`src/rtl/dbrf_pkg.sv`:
```
`default_nettype none
// ============================================================================
//  Module      : dbrf_pkg
//  Description : Shared types for the double-buffered reorder FIFO. Holds the
//                one-hot write-side state encoding and its bit indices.
//  Revision    : 1.0 - initial release
// ============================================================================
package dbrf_pkg;

    // One-hot write-side states; bit indices below address them directly
    typedef enum logic [2:0] {
        WR0    = 3'b001,
        WR1    = 3'b010,
        WRWAIT = 3'b100
    } wr_state_t;

    localparam int WR0_BIT    = 0;
    localparam int WR1_BIT    = 1;
    localparam int WRWAIT_BIT = 2;

endpackage
`default_nettype wire

```
`src/rtl/wr_ctrl_if.sv`:
```
`default_nettype none
// ============================================================================
//  Module      : wr_ctrl_if
//  Description : Bundle between the upstream writer/reader side (master) and
//                the write-side controller (slave).
//  Revision    : 1.0 - initial release
// ============================================================================
interface wr_ctrl_if #(
    parameter int DEPTH = 16
);
    localparam int AW = $clog2(DEPTH);

    logic          in_valid;
    logic [AW-1:0] in_tag;
    logic          in_ready;
    logic          mem0_we;
    logic          mem1_we;
    logic [AW-1:0] mem_waddr;
    logic          mem0_lock;
    logic          mem1_lock;
    logic          mem0_drained;
    logic          mem1_drained;
    logic          dup_err;

    modport master (
        output in_valid, in_tag, mem0_drained, mem1_drained,
        input  in_ready, mem0_we, mem1_we, mem_waddr,
               mem0_lock, mem1_lock, dup_err
    );

    modport slave (
        input  in_valid, in_tag, mem0_drained, mem1_drained,
        output in_ready, mem0_we, mem1_we, mem_waddr,
               mem0_lock, mem1_lock, dup_err
    );

endinterface
`default_nettype wire

```
`src/rtl/wr_bank_tracker.sv`:
```
`default_nettype none
// ============================================================================
//  Module      : wr_bank_tracker
//  Description : Per-bank fill bitmap, lock flag, completion detect and
//                duplicate-tag detection. Duplicate suppression is enabled by
//                the WR_CTRL_DUP_CHECK_EN macro.
//  Revision    : 1.0 - initial release
// ============================================================================
module wr_bank_tracker
    import dbrf_pkg::*;
#(
    parameter int DEPTH = 16,
    localparam int AW   = $clog2(DEPTH)
) (
    input  logic          clk,
    input  logic          rst_n,
    input  logic          wr_en,     // accept while this bank is active
    input  logic [AW-1:0] tag,
    input  logic          drained,
    output logic          we,
    output logic          lock,
    output logic          complete,
    output logic          dup
);

    logic [DEPTH-1:0] bitmap;
    logic [DEPTH-1:0] mask;
    logic [DEPTH-1:0] next_map;
    logic             hit;
    logic             set;

    // Slot mask, post-accept bitmap and completion detect
    always_comb begin
        mask      = '0;
        mask[tag] = 1'b1;
        hit       = bitmap[tag];
        // A repeated tag never touches the bitmap, so it cannot fake completion
        set       = wr_en && !hit;
        next_map  = set ? (bitmap | mask) : bitmap;
        complete  = set && (&next_map);
`ifdef WR_CTRL_DUP_CHECK_EN
        we        = wr_en && !hit;
        dup       = wr_en && hit;
`else
        we        = wr_en;
        dup       = 1'b0;
`endif
    end

    // Bitmap and lock: completion locks and clears; a drain releases the lock
    always_ff @(posedge clk) begin
        if (!rst_n) begin
            bitmap <= '0;
            lock   <= 1'b0;
        end else begin
            if (complete) begin
                bitmap <= '0;
                lock   <= 1'b1;
            end else begin
                bitmap <= next_map;
                if (drained) begin
                    lock <= 1'b0;
                end
            end
        end
    end

endmodule
`default_nettype wire

```
`src/rtl/wr_ctrl.sv`:
```
`default_nettype none
// ============================================================================
//  Module      : wr_ctrl
//  Description : Write-side controller of the double-buffered reorder FIFO.
//                Steers tagged entries into the active bank, locks a bank when
//                every slot is filled and alternates strictly between banks.
//                Optional macro: WR_CTRL_DUP_CHECK_EN (duplicate-tag drop and
//                dup_err reporting).
//  Revision    : 1.0 - initial release
// ============================================================================
module wr_ctrl
    import dbrf_pkg::*;
#(
    parameter int DEPTH = 16
) (
    input  logic       clk,
    input  logic       rst_n,
    wr_ctrl_if.slave   bus
);

    wr_state_t  state;
    logic       nxt_bank;
    logic       in_ready;
    logic       accept;
    logic [1:0] wr_en;
    logic [1:0] we;
    logic [1:0] lock;
    logic [1:0] complete;
    logic [1:0] dup;
    logic [1:0] drained;
    logic [1:0] free;
    logic       dup_err;

    // Handshake, per-bank write enables and bank availability
    always_comb begin
        in_ready = state[WR0_BIT] | state[WR1_BIT];
        accept   = bus.in_valid && in_ready;
        wr_en[0] = accept && state[WR0_BIT];
        wr_en[1] = accept && state[WR1_BIT];
        drained  = {bus.mem1_drained, bus.mem0_drained};
        // A drain pulse frees the bank in the very cycle it arrives
        free     = ~lock | drained;
    end

    for (genvar b = 0; b < 2; b++) begin : g_bank
        wr_bank_tracker #(
            .DEPTH    (DEPTH)
        ) u_tracker (
            .clk      (clk),
            .rst_n    (rst_n),
            .wr_en    (wr_en[b]),
            .tag      (bus.in_tag),
            .drained  (drained[b]),
            .we       (we[b]),
            .lock     (lock[b]),
            .complete (complete[b]),
            .dup      (dup[b])
        );
    end

    // Bank-select state machine; WRWAIT only ever resumes into nxt_bank
    always_ff @(posedge clk) begin
        if (!rst_n) begin
            state    <= WR0;
            nxt_bank <= 1'b0;
        end else begin
            unique case (state)
                WR0: begin
                    if (complete[0]) begin
                        nxt_bank <= 1'b1;
                        state    <= free[1] ? WR1 : WRWAIT;
                    end
                end
                WR1: begin
                    if (complete[1]) begin
                        nxt_bank <= 1'b0;
                        state    <= free[0] ? WR0 : WRWAIT;
                    end
                end
                WRWAIT: begin
                    if (!nxt_bank && free[0]) begin
                        state <= WR0;
                    end else if (nxt_bank && free[1]) begin
                        state <= WR1;
                    end
                end
                default: begin
                    state <= WR0;
                end
            endcase
        end
    end

    // Duplicate report, one cycle after the offending accept
    always_ff @(posedge clk) begin
        if (!rst_n) begin
            dup_err <= 1'b0;
        end else begin
            dup_err <= |dup;
        end
    end

    assign bus.in_ready  = in_ready;
    assign bus.mem0_we   = we[0];
    assign bus.mem1_we   = we[1];
    assign bus.mem_waddr = bus.in_tag;
    assign bus.mem0_lock = lock[0];
    assign bus.mem1_lock = lock[1];
    assign bus.dup_err   = dup_err;

endmodule
`default_nettype wire

```
`src/flat_wrapper.sv`:
```
// flat-port wrapper written by rule: the top's interface ports become plain ports
module wr_ctrl_flat import dbrf_pkg::*;
#(
    parameter int DEPTH = 16
)
  (clk, rst_n, bus_in_valid, bus_in_tag, bus_mem0_drained, bus_mem1_drained, bus_in_ready, bus_mem0_we, bus_mem1_we, bus_mem_waddr, bus_mem0_lock, bus_mem1_lock, bus_dup_err);
  wr_ctrl_if #(.DEPTH(DEPTH)) bus_i ();
  input  logic clk;
  input  logic rst_n;
  input wire logic [$bits(bus_i.in_valid)-1:0] bus_in_valid;
  input wire logic [$bits(bus_i.in_tag)-1:0] bus_in_tag;
  input wire logic [$bits(bus_i.mem0_drained)-1:0] bus_mem0_drained;
  input wire logic [$bits(bus_i.mem1_drained)-1:0] bus_mem1_drained;
  output wire logic [$bits(bus_i.in_ready)-1:0] bus_in_ready;
  output wire logic [$bits(bus_i.mem0_we)-1:0] bus_mem0_we;
  output wire logic [$bits(bus_i.mem1_we)-1:0] bus_mem1_we;
  output wire logic [$bits(bus_i.mem_waddr)-1:0] bus_mem_waddr;
  output wire logic [$bits(bus_i.mem0_lock)-1:0] bus_mem0_lock;
  output wire logic [$bits(bus_i.mem1_lock)-1:0] bus_mem1_lock;
  output wire logic [$bits(bus_i.dup_err)-1:0] bus_dup_err;
  assign bus_i.in_valid = bus_in_valid;
  assign bus_i.in_tag = bus_in_tag;
  assign bus_i.mem0_drained = bus_mem0_drained;
  assign bus_i.mem1_drained = bus_mem1_drained;
  assign bus_in_ready = bus_i.in_ready;
  assign bus_mem0_we = bus_i.mem0_we;
  assign bus_mem1_we = bus_i.mem1_we;
  assign bus_mem_waddr = bus_i.mem_waddr;
  assign bus_mem0_lock = bus_i.mem0_lock;
  assign bus_mem1_lock = bus_i.mem1_lock;
  assign bus_dup_err = bus_i.dup_err;
  wr_ctrl #(.DEPTH(DEPTH)) u_core (.clk(clk), .rst_n(rst_n), .bus(bus_i));
endmodule
```
`config.mk`:
```
export PLATFORM = sky130hd
export DESIGN_NAME = wr_ctrl_flat
export DESIGN_NICKNAME = d
export VERILOG_FILES = /design/src/rtl/dbrf_pkg.sv /design/src/rtl/wr_ctrl_if.sv /design/src/rtl/wr_bank_tracker.sv /design/src/rtl/wr_ctrl.sv /design/src/flat_wrapper.sv
export SDC_FILE = /design/constraint.sdc
export NUM_CORES = 1
export LEC_CHECK = 0
export ABC_CLOCK_PERIOD_IN_PS = 5600
export CAP_MARGIN = 15
export CORE_MARGIN = 3
export CORE_UTILIZATION = 60
export CTS_CLUSTER_DIAMETER = 50
export DETAILED_ROUTE_END_ITERATION = 10
export DONT_BUFFER_PORTS = 1
export GPL_TIMING_DRIVEN = 0
export HOLD_SLACK_MARGIN = 0.02
export PLACE_DENSITY = 0.88
export SYNTH_ARGS = -nofsm -noshare
export SYNTH_HDL_FRONTEND = slang
export SYNTH_SLANG_ARGS = --single-unit
```
`constraint.sdc`:
```
create_clock -name clk -period 5.6 [get_ports clk]
set_input_delay 0.84 -clock clk [delete_from_list [all_inputs] [get_ports clk]]
set_output_delay 0.84 -clock clk [all_outputs]
set_load 0.01 [all_outputs]
```
# Yosys cells after proc, flatten, opt, wreduce, memory -nomap -nowiden
# Cells that the tools add are included.
# totals
input_bits,9
ff_bits,38
output_inout_bits,10
wordCells,64
# classes
n_reduce_logical,22
n_lt_le_gt_ge,2
n_bitwise,6
n_eq_ne,6
muxes,22
# op_table
operator,n
16-bit 2-to-1 mux,2
16-bit bitwise OR,2
16-bit AND reduction,2
3-bit 2-to-1 mux,6
1-bit logical AND,10
1-bit 2-to-1 mux,9
3-bit one-hot mux with 3 select lines,1
1-bit binary-select mux with 4-bit select,2
3-bit AND reduction,2
2-bit nonzero test,3
4-bit by 5-bit less-than comparator with 1-bit output (second input constant),1
1-bit demux with 4-bit select,1
4-bit by 1-bit greater-or-equal comparator with 1-bit output (second input constant),1
2-bit != test (second input constant),2
2-bit OR reduction,2
3-bit by 1-bit == test with 1-bit output (second input constant),1
3-bit by 2-bit == test with 1-bit output (second input constant),1
3-bit == test (second input constant),1
1-bit zero test,3
3-bit by 1-bit != test with 1-bit output (second input constant),1
2-bit NOT,1
2-bit bitwise OR,1
1-bit one-hot mux with 2 select lines,1
1-bit NOT,1
1-bit bitwise OR,1

# Logic depth before layout (Yosys ltp)
# Gate-level depths: netlist of the first run.
# depth
word_depth,10
depth_mapped,10
ltp_nobuf,6

# Hierarchy
# Synthesis of the first run repeated with hierarchy kept, for this count alone.
# unflattened
cells_unflattened,273
area_unflattened_um2,2353.5
# by_module_without_submodules
mod,cells_per_inst,instances,seq_area_each_um2,area_per_inst_um2
wr_bank_tracker,113,2,340.3,989.7
wr_ctrl,47,1,100.1,374.1

# Least setup slack after synthesis of the first run
# No wires, ideal clock.
# synth_timing
kind,input -> register
startpoint,input bus_in_tag[0]
endpoint,register u_core.g_bank[1].u_tracker.bitmap[13]
n_path_buf,2
setup_ns,0.117
required_time_ns,5.483
stages,8
t_arrival_ns,2.491
slack_ns,2.992
path_cell_list,buf_6 > mux4_2 > a21boi_2 > o21ai_1 > a2111o_1 > o21ai_4 > buf_6 > nor2_1
# synth_via
elab_chain_cells,9
word_cells_on_any_way,14
classes_between,order compare (2); mux (5); bitwise (1); reduce/logical (6)
# synth_rtl
item,line_no,source
from (decl),flat_wrapper.sv:11,input wire logic [$bits(bus_i.in_tag)-1:0] bus_in_tag;
4-bit by 5-bit less-than comparator with 1-bit output (not written as such) / 4-bit by 1-bit greater-or-equal comparator with 1-bit output (equally long branches),wr_bank_tracker.sv:35,mask[tag] = 1'b1;
1-bit logical AND (not written as such),wr_bank_tracker.sv:35,
1-bit 2-to-1 mux (not written as such),wr_bank_tracker.sv:35,
1-bit demux with 4-bit select,wr_bank_tracker.sv:35,
16-bit bitwise OR,wr_bank_tracker.sv:39,next_map = set ? (bitmap | mask) : bitmap;
16-bit 2-to-1 mux,wr_bank_tracker.sv:39,
16-bit AND reduction,wr_bank_tracker.sv:40,complete = set && (&next_map);
1-bit logical AND,wr_bank_tracker.sv:40,
2-bit OR reduction (no line),-,
to (signal assigned),wr_bank_tracker.sv:60,bitmap <= next_map;
to (decl),wr_bank_tracker.sv:26,logic [DEPTH-1:0] bitmap;
# Several ways; a longest one is shown, not always the timed one. The select of a mux whose other input is x is not followed.
# A chain may end at the register's enable or synchronous reset.

# Final worst setup path of the first run
# layout_timing
startpoint,input bus_in_tag[3]
endpoint,register u_core.state[0]
# layout_via
elab_chain_cells,10
word_cells_on_any_way,24
classes_between,order compare (2); eq/ne (2); mux (8); bitwise (2); reduce/logical (10)
# layout_rtl
item,line_no,source
4-bit by 5-bit less-than comparator with 1-bit output (not written as such) / 4-bit by 1-bit greater-or-equal comparator with 1-bit output (equally long branches),wr_bank_tracker.sv:35,
1-bit logical AND (not written as such),wr_bank_tracker.sv:35,
1-bit 2-to-1 mux (not written as such),wr_bank_tracker.sv:35,
1-bit demux with 4-bit select,wr_bank_tracker.sv:35,
16-bit bitwise OR,wr_bank_tracker.sv:39,
16-bit 2-to-1 mux,wr_bank_tracker.sv:39,
16-bit AND reduction,wr_bank_tracker.sv:40,
1-bit logical AND,wr_bank_tracker.sv:40,
2-bit != test (no line),-,
3-bit AND reduction (no line) *,-,
to (signal assigned),wr_ctrl.sv:71,state <= free[1] ? WR1 : WRWAIT;
to (signal assigned),wr_ctrl.sv:77,state <= free[0] ? WR0 : WRWAIT;
to (decl),wr_ctrl.sv:21,wr_state_t state;
# Every way passes the cells marked *; elsewhere a longest branch is shown, timed or not. The select of a mux whose other input is x is not followed.

==> key figures, run 1 <==
Outcome
  • Outcome: completed

STA
  • RSZ-0062 raised after global routing: no
  • Fin Setup TNS: 0 ns
  • Hold slack: 0.481 ns
  • Slew Limit Fails: 0
  • Period utilization: 0.487
  • Hold Vio Cnt, Final: 0
  • Slew headroom: 0.632
  • Fmax: 366 MHz
  • Worst-margin pin slew: roughly 0.55 ns
  • Clk_skew: 0.00855 ns
  • Final setup fails: 0
  • Fin crit period: approximately 2.7 ns

Drt
  • # DRC: 0
  • Via count: 2008
  • WL final: 5.66 mm
  • Drt via density: between 6 and 7
  • Initial DRC count: 204
  • DR WL/cell: 18.3 um
  • DRT Pass-1 Iters: 5
  • Antenna Nets Post-Route: 0

Synthesis
  • Syn nets: 265
  • Register area share after synthesis: 0.339
  • Seq cells post-synth: 38
  • Synth top area share: 0.339
  • Top_reg_cell synth: dfxtp_1
  • Syn_area_per_cell: about 8.8 um2
  • Largest area contributor in the netlist: dfxtp_1
  • Synth Instances: 256
  • Post-Syn Area: 2240 um2
  • Count of cell types in the netlist: 57
  • FFs w/ async S/R, synth: 0
  • Yosys synthesis warning count: 0
  • Post-synth EDFFs: 0
  • Synth area leaders: dfxtp_1 34%, mux4_2 6.0%, nor2_1 5.9%

Place
  • Number of buffers added on ports: 0
  • Final HPWL DP: 4.03 mm
  • Placement Cell Area: ~2300 um2
  • GPL Wtd Cong: 0.976

Global routing
  • Initial antenna violation count: 0
  • GRT Util Overall: 0.283
  • First-pass GRT wire length: 9.43 mm
  • Overflow left after global routing: 0
  • Number of global-route vias before repair: 1941
  • Largest net degree at the start of global routing: 12

Power
  • Pleak: 0.000843 uW
  • PwrDens: 220 nW/um2
  • Max VDD drop: around 0.00015 V

Clock network
  • Setup Buffers After CTS: 0
  • Clock slew at reported path FFs: 0.08 ns
  • # hold bufs at CTS: 0
  • Clk_lat worst skew: about 0.3 ns
  • Clock root buffer: clkbuf_8
  • CTS Buf Count: 5
  • Clock Tree Buf Depth: 2
  • CTS tree: yes
  • H-Tree Depth: 2
  • Clk sinks: 38
  • Cts repair resizes: 0

Critical path
  • Crit. End Element: flip-flop
  • Worst reg2reg startpoint: u_core.state[1]$_SDFFE_PN0P_
  • Worst EP arrival: 2.88 ns
  • Worst-path maximum fanout: 10
  • CP startpoint: bus_in_tag[3]
  • CP required: 5.75 ns
  • WS Path Type: primary input to flip-flop
  • Startpoint class of the critical path: primary input

Floorplanning
  • Die area: 4500 um2
  • Die height: 67.1 um
  • # rows: 21
  • Starting density of the core: 0.646
  • I/O pins: 19
  • Core region area: between 3000 and 4000 um2
  • Chip width: 67.1 um

Finish
  • Area growth, synth to finish: 6.64%
  • Antenna cells: 0
  • Nets@finish: 272
  • Final Instance Area: 2390 um2
  • # fillers: between 300 and 400
  • Fraction of layout cells with a size suffix above 1: 0.193

Min path
  • HP Class: flip-flop to flip-flop
  • Hold path start: u_core.g_bank[0].u_tracker.bitmap[1]$_SDFF_PP0_

Run
  • Max cap viols: 0
report_power, final:
group	internal (uW)	switching (uW)	leakage [uW]
logic	20.0	34.1	0.000489
clock network	99.4	98.7	0.0000482
registers	272	1.90	0.000307
total	392	135	0.000843
path summary, 6_finish.rpt:
kind	end	slack, ns	depth (start not counted)
setup / recovery	u_core.state[0]$_SDFFE_PN1P_	2.87	8
hold / removal	u_core.g_bank[0].u_tracker.bitmap[1]$_SDFF_PP0_	0.48	2
setup reg to reg	u_core.g_bank[1].u_tracker.bitmap[11]$_SDFF_PP0_	3.20	8
hold reg to reg	u_core.g_bank[0].u_tracker.bitmap[1]$_SDFF_PP0_	0.48	2
state kept, by name, indices dropped and copies added, names as in the netlist:
| register | cells |
|---|---|
| u_core.g_bank.u_tracker.bitmap | 32 |
| u_core.nxt_bank | 1 |
| u_core.state | 3 |
| u_core.g_bank.u_tracker.lock | 2 |
worst max-delay path, stage by stage:
cell	delay, ns
buf_2	0.19
nor2b_1	0.33
buf_2	0.29
and3_1	0.21
a22o_1	0.13
nand4_1	0.19
nor3_1	0.50
o221ai_1	0.20
cells in the final DEF, fill, tap and decap left out, drive strengths merged, types with 2 or more instances in the layout:
master	n
a31o	3
nor2	35
nand3	5
clkbuf	15
a21o	2
nand3b	4
nand2b	3
a31oi	13
dfxtp	38
nand2	9
a21oi	19
and4bb	2
nor2b	12
a32o	3
a21boi	2
and2	7
and4b	3
a22o	2
nor3	4
o211ai	2
a221oi	2
a32oi	2
mux2	9
nand4	3
mux4	6
buf	17
inv	5
o21ai	11
o21a	4
mux2i	2
synth_stat cells, types with 2 or more instances:
library cell and n:
a21o_1 2, a21oi_1 19, a221oi_1 2, a22o_1 2
a31o_2 3, a31oi_1 13, a32o_1 3, a32oi_1 2
and2_1 6, and4b_1 3, and4bb_2 2, buf_2 6
buf_4 7, buf_6 4, clkbuf_1 8, dfxtp_1 38
inv_1 5, mux2_2 9, mux2i_1 2, mux4_2 6
nand2_1 9, nand2b_1 3, nand3_1 5, nand3b_1 4
nand4_1 3, nor2_1 35, nor2b_1 12, nor3_1 4
o211ai_1 2, o21a_1 3, o21ai_0 8
logic make-up after synthesis:
family | count (synthesis) | share of synthesized area
AND/OR/NAND/NOR | 91 | 0.216
AO/OA/AOI/OAI | 79 | 0.250
flip-flops | 38 | 0.339
buffers and inverters | 30 | 0.0787
multiplexers | 17 | 0.114
other | 1 | 0.00167
layout make-up:
| cell class | count | area [um2] | share of cell area |
|---|---|---|---|
| clock inverter | 1 | 5.00 | 0.00209 |
| sequential | 38 | 761 | 0.318 |
| clock buffer | 7 | 86.3 | 0.0361 |
| buffer | 25 | 158 | 0.0660 |
| multi-input combinational | 188 | 1300 | 0.546 |
| tap | 46 | 57.6 | 0.0241 |
| inverter | 5 | 18.8 | 0.00785 |
metrics by stage:
stage,utilization,power [uW],setup WS [ns],cells
after floorplan,-,321,2.99,256
after global placement,0.663,333,2.67,302
after detailed placement,0.663,333,2.62,302
after CTS,0.689,525,2.92,310
after global routing,0.689,542,2.75,310
final,0.689,526,2.87,310
per-layer routing:
layer	vias to the layer above	wire length (um)	track usage
met4	0	97	0.104
met2	89	2680	0.440
li1	963	-	-
met5	-	0	0
met3	14	421	0.0641
met1	942	2460	0.381
No activity file was read; power rests on OpenSTA's default activity.
==> run 2, diff against run 1 <==
- ABC_CLOCK_PERIOD_IN_PS: 5600 -> 2210
- CORE_UTILIZATION: 60 -> 57
- PLACE_DENSITY: 0.88 -> 0.87
- clock period: 5.6 -> 2.21 ns (I/O delays scaled with it)
==> run 2 against run 1 <==
Sequential share of layout area fell by 0.70 points; via count rose by 2.2%; design area up 2.4%; global-route usage fell by 1.9 points; worst hold slack got worse by 0.20 ns; critical endpoint is now u_core.g_bank[1].u_tracker.bitmap[14]$_SDFF_PP0_; combinational power rose to 2.7 times the previous value; count of clock-buffer cells in the layout unchanged; critical path depth down 1; sequential power grew to 2.5 times the previous value; critical path type is now flip-flop to flip-flop; largest cell class unchanged.
==> key figures, run 2 (synthesis gave the netlist of run 1 again) <==
Critical path
  • Crit-path cells: mux4_2 -> a21boi_4 -> o21ai_1 -> a2111o_1 -> o21ai_4 -> buf_6 -> nor2_1
  • Worst-path maximum fanout: 10 (unchanged)
  • CP required: 2.40 ns (-3.35 ns)
  • Worst EP arrival: 2.31 ns (-0.57 ns)
  • WS Path Type: flip-flop to flip-flop
  • Startpoint class of the critical path: flip-flop
  • Slowest-stage cell, CP: mux4_2
  • CP peak stage delay: 0.50 ns (about the same)
  • Crit. End Element: flip-flop

Clock network
  • Clk sinks: 38 (unchanged)
  • CTS tree: yes
  • Clk_lat worst skew: 0.30 ns (about the same)
  • Clock Tree Buf Depth: 2 (unchanged)
  • # hold bufs at CTS: 0 (unchanged)
  • Clock root buffer: clkbuf_8
  • H-Tree Depth: 2 (unchanged)
  • Clock slew at reported path FFs: 0.07 ns (about the same)
  • CTS Buf Count: 5 (unchanged)

Finish
  • # fillers: 329 (+9.3%)
  • Biggest regs: u_core.g_bank.u_tracker.bitmap: 32 flops, u_core.state: 3 flops, u_core.g_bank.u_tracker.lock: 2 flops
  • Fraction of layout cells with a size suffix above 1: 0.229 (+0.0361)
  • Most common cell after layout, fill and taps aside: dfxtp_1
  • Antenna cells: 0 (unchanged)
  • Area growth, synth to finish: 9.21%
  • Commonest cells after routing, fill and taps aside: 37 x dfxtp_1, 34 x nor2_1, 19 x a21oi_1, 13 x a31oi_1, 12 x nor2b_1
  • Register with the most flip-flops: u_core.g_bank.u_tracker.bitmap
  • Fin cells: 314 (+1.3%)
  • Max FFs per register: 32 (unchanged)
  • Nets@finish: 275 (+1.1%)

Floorplanning
  • Core region area: 3720 um2 (+7.1%)
  • Die area: 4720 um2 (+4.8%)
  • I/O pins: 19 (unchanged)
  • # rows: 22 (+4.8%)
  • Chip width: 68.7 um (+2.4%)
  • Starting density of the core: 0.603 (-0.0431)
  • Die height: 68.7 um (+2.4%)

Drt
  • Drt via density: 6.54 (+0.94%)
  • WL final: 5.73 mm (+1.2%)
  • DRT Pass-1 Iters: 4 (-1)
  • # DRC: 0 (unchanged)
  • Antenna Nets Post-Route: 0 (unchanged)
  • Via count: 2053 (+2.2%)
  • DR WL/cell: 18.2 um (-0.12%)
  • Initial DRC count: 266 (+30%)

Power
  • Net Sw Frac: 0.254 (-0.00181)
  • Reg power frac: 0.539 (+0.018)
  • Clock share of power: 0.349 (-0.027)
  • PwrDens: 527 nW/um2 (+140%)
  • Internal power component: 962 uW (+150%)
  • Pleak: 0.000881 uW (+4.4%)
  • Max VDD drop: 0.000337 V (+120%)
  • Comb pwr share: 0.111 (+0.008)
  • Sw power: 327 uW (+140%)

STA
  • Fin Setup TNS: 0 ns (unchanged)
  • Worst-margin pin slew: 0.670 ns (+0.118 ns)
  • Slew headroom: 0.553 (-0.0797)
  • Hold Vio Cnt, Final: 0 (unchanged)
  • Clk_skew: 0.00540 ns (-0.00315 ns)
  • Hold slack: 0.277 ns (-0.204 ns)
  • Period utilization: 0.960
  • Final worst slack: 0.0891 ns (-2.78 ns)
  • Fmax: 471 MHz
  • RSZ-0062 raised after global routing: yes
  • Fin crit period: roughly 2.1 ns
  • Slew Limit Fails: 0 (unchanged)
  • Final setup fails: 0 (unchanged)

Place
  • GPL Wtd Cong: 1.03 (+5.5%)
  • Final HPWL DP: 4.06 mm (+0.76%)
  • Pre-CTS WS: -0.348 ns (-2.97 ns)
  • Placed instance count: 304 (+0.66%)
  • Number of buffers added on ports: 0 (unchanged)

Global routing
  • Number of global-route vias before repair: 1958 (+0.88%)
  • Overflow left after global routing: 0 (unchanged)
  • First-pass GRT wire length: 9.15 mm (-2.9%)
  • Largest net degree at the start of global routing: 11 (-1)
  • GRT Util Overall: 0.264 (-0.0185)
  • Initial antenna violation count: 0 (unchanged)

Outcome
  • Outcome: completed

Run
  • Max cap viols: 0 (unchanged)

Min path
  • HP Class: primary input to flip-flop
==> run 2: cell count changes in the layout (fill, tap and decap cells not counted), sizes merged <==
cell	before	now
buf	17	20
clkinv	1	0
==> run 2: worst paths after layout <==
kind	cells past startpoint	end	from	slack (ns)
worst min-delay path	2	u_core.g_bank[0].u_tracker.lock$_SDFFE_PN0P_	bus_mem0_drained	0.28
worst max register to register	7	u_core.g_bank[1].u_tracker.bitmap[14]$_SDFF_PP0_	u_core.g_bank[1].u_tracker.bitmap[4]$_SDFF_PP0_	0.09
worst max-delay path	7	u_core.g_bank[1].u_tracker.bitmap[14]$_SDFF_PP0_	u_core.g_bank[1].u_tracker.bitmap[4]$_SDFF_PP0_	0.09
worst min register to register	2	u_core.g_bank[0].u_tracker.bitmap[1]$_SDFF_PP0_	u_core.g_bank[0].u_tracker.bitmap[1]$_SDFF_PP0_	0.49
==> run 2: metal layers <==
metal	part of all wire	GRT usage	vias to the layer above
li1	-	-	960
met1	0.40	0.299	962
met2	0.47	0.429	110
met3	0.097	0.0940	21
met4	0.033	0.148	0
met5	0	0	-
==> run 2: per-stage QoR <==
stage          power [uW]   util  area, um2
3_3_place_gp          842  0.619       2300
4_1_cts              1280  0.642       2390
2_1_floorplan         813      -       2240
5_1_grt              1330  0.659       2450
6_report             1290  0.659       2450
3_5_place_dp          843  0.619       2300
==> run 2: critical path, delay by kind of cell (launching register included) <==
family                 cells  cell delay [ns]
DFF                        1             0.35
buffers and inverters      1             0.16
and+or+nand+nor            1             0.05
AOI/OAI and AO/OA          4             0.95
muxes                      1             0.50
==> run 2: area by class of cell <==
type                            count  area, um2  share of cell area
Sequential cell                    38        762               0.311
Tap cell                           48       60.1              0.0245
Clock buffer                        7       76.3              0.0312
Inverter                            5       18.8             0.00767
Multi-Input combinational cell    188       1350               0.550
Buffer                             25        163              0.0665
Timing Repair Buffer                3       22.5             0.00920
==> run 2: repair_timing <==
item,in CTS,in global routing
resized for setup,5,9
gates cloned,0,0
setup endpoints to repair,30,24
pin swaps,0,1
setup buffers,0,3
==> run 2: power groups by stage <==
stage / clock (uW) / sequential (uW) / combinational [uW]
final: 450 / 695 / 144
after global placement: 0 / 710 / 131
after detailed placement: 0 / 711 / 133
after global routing: 483 / 695 / 154
after floorplan: 0 / 709 / 104
after CTS: 455 / 695 / 134
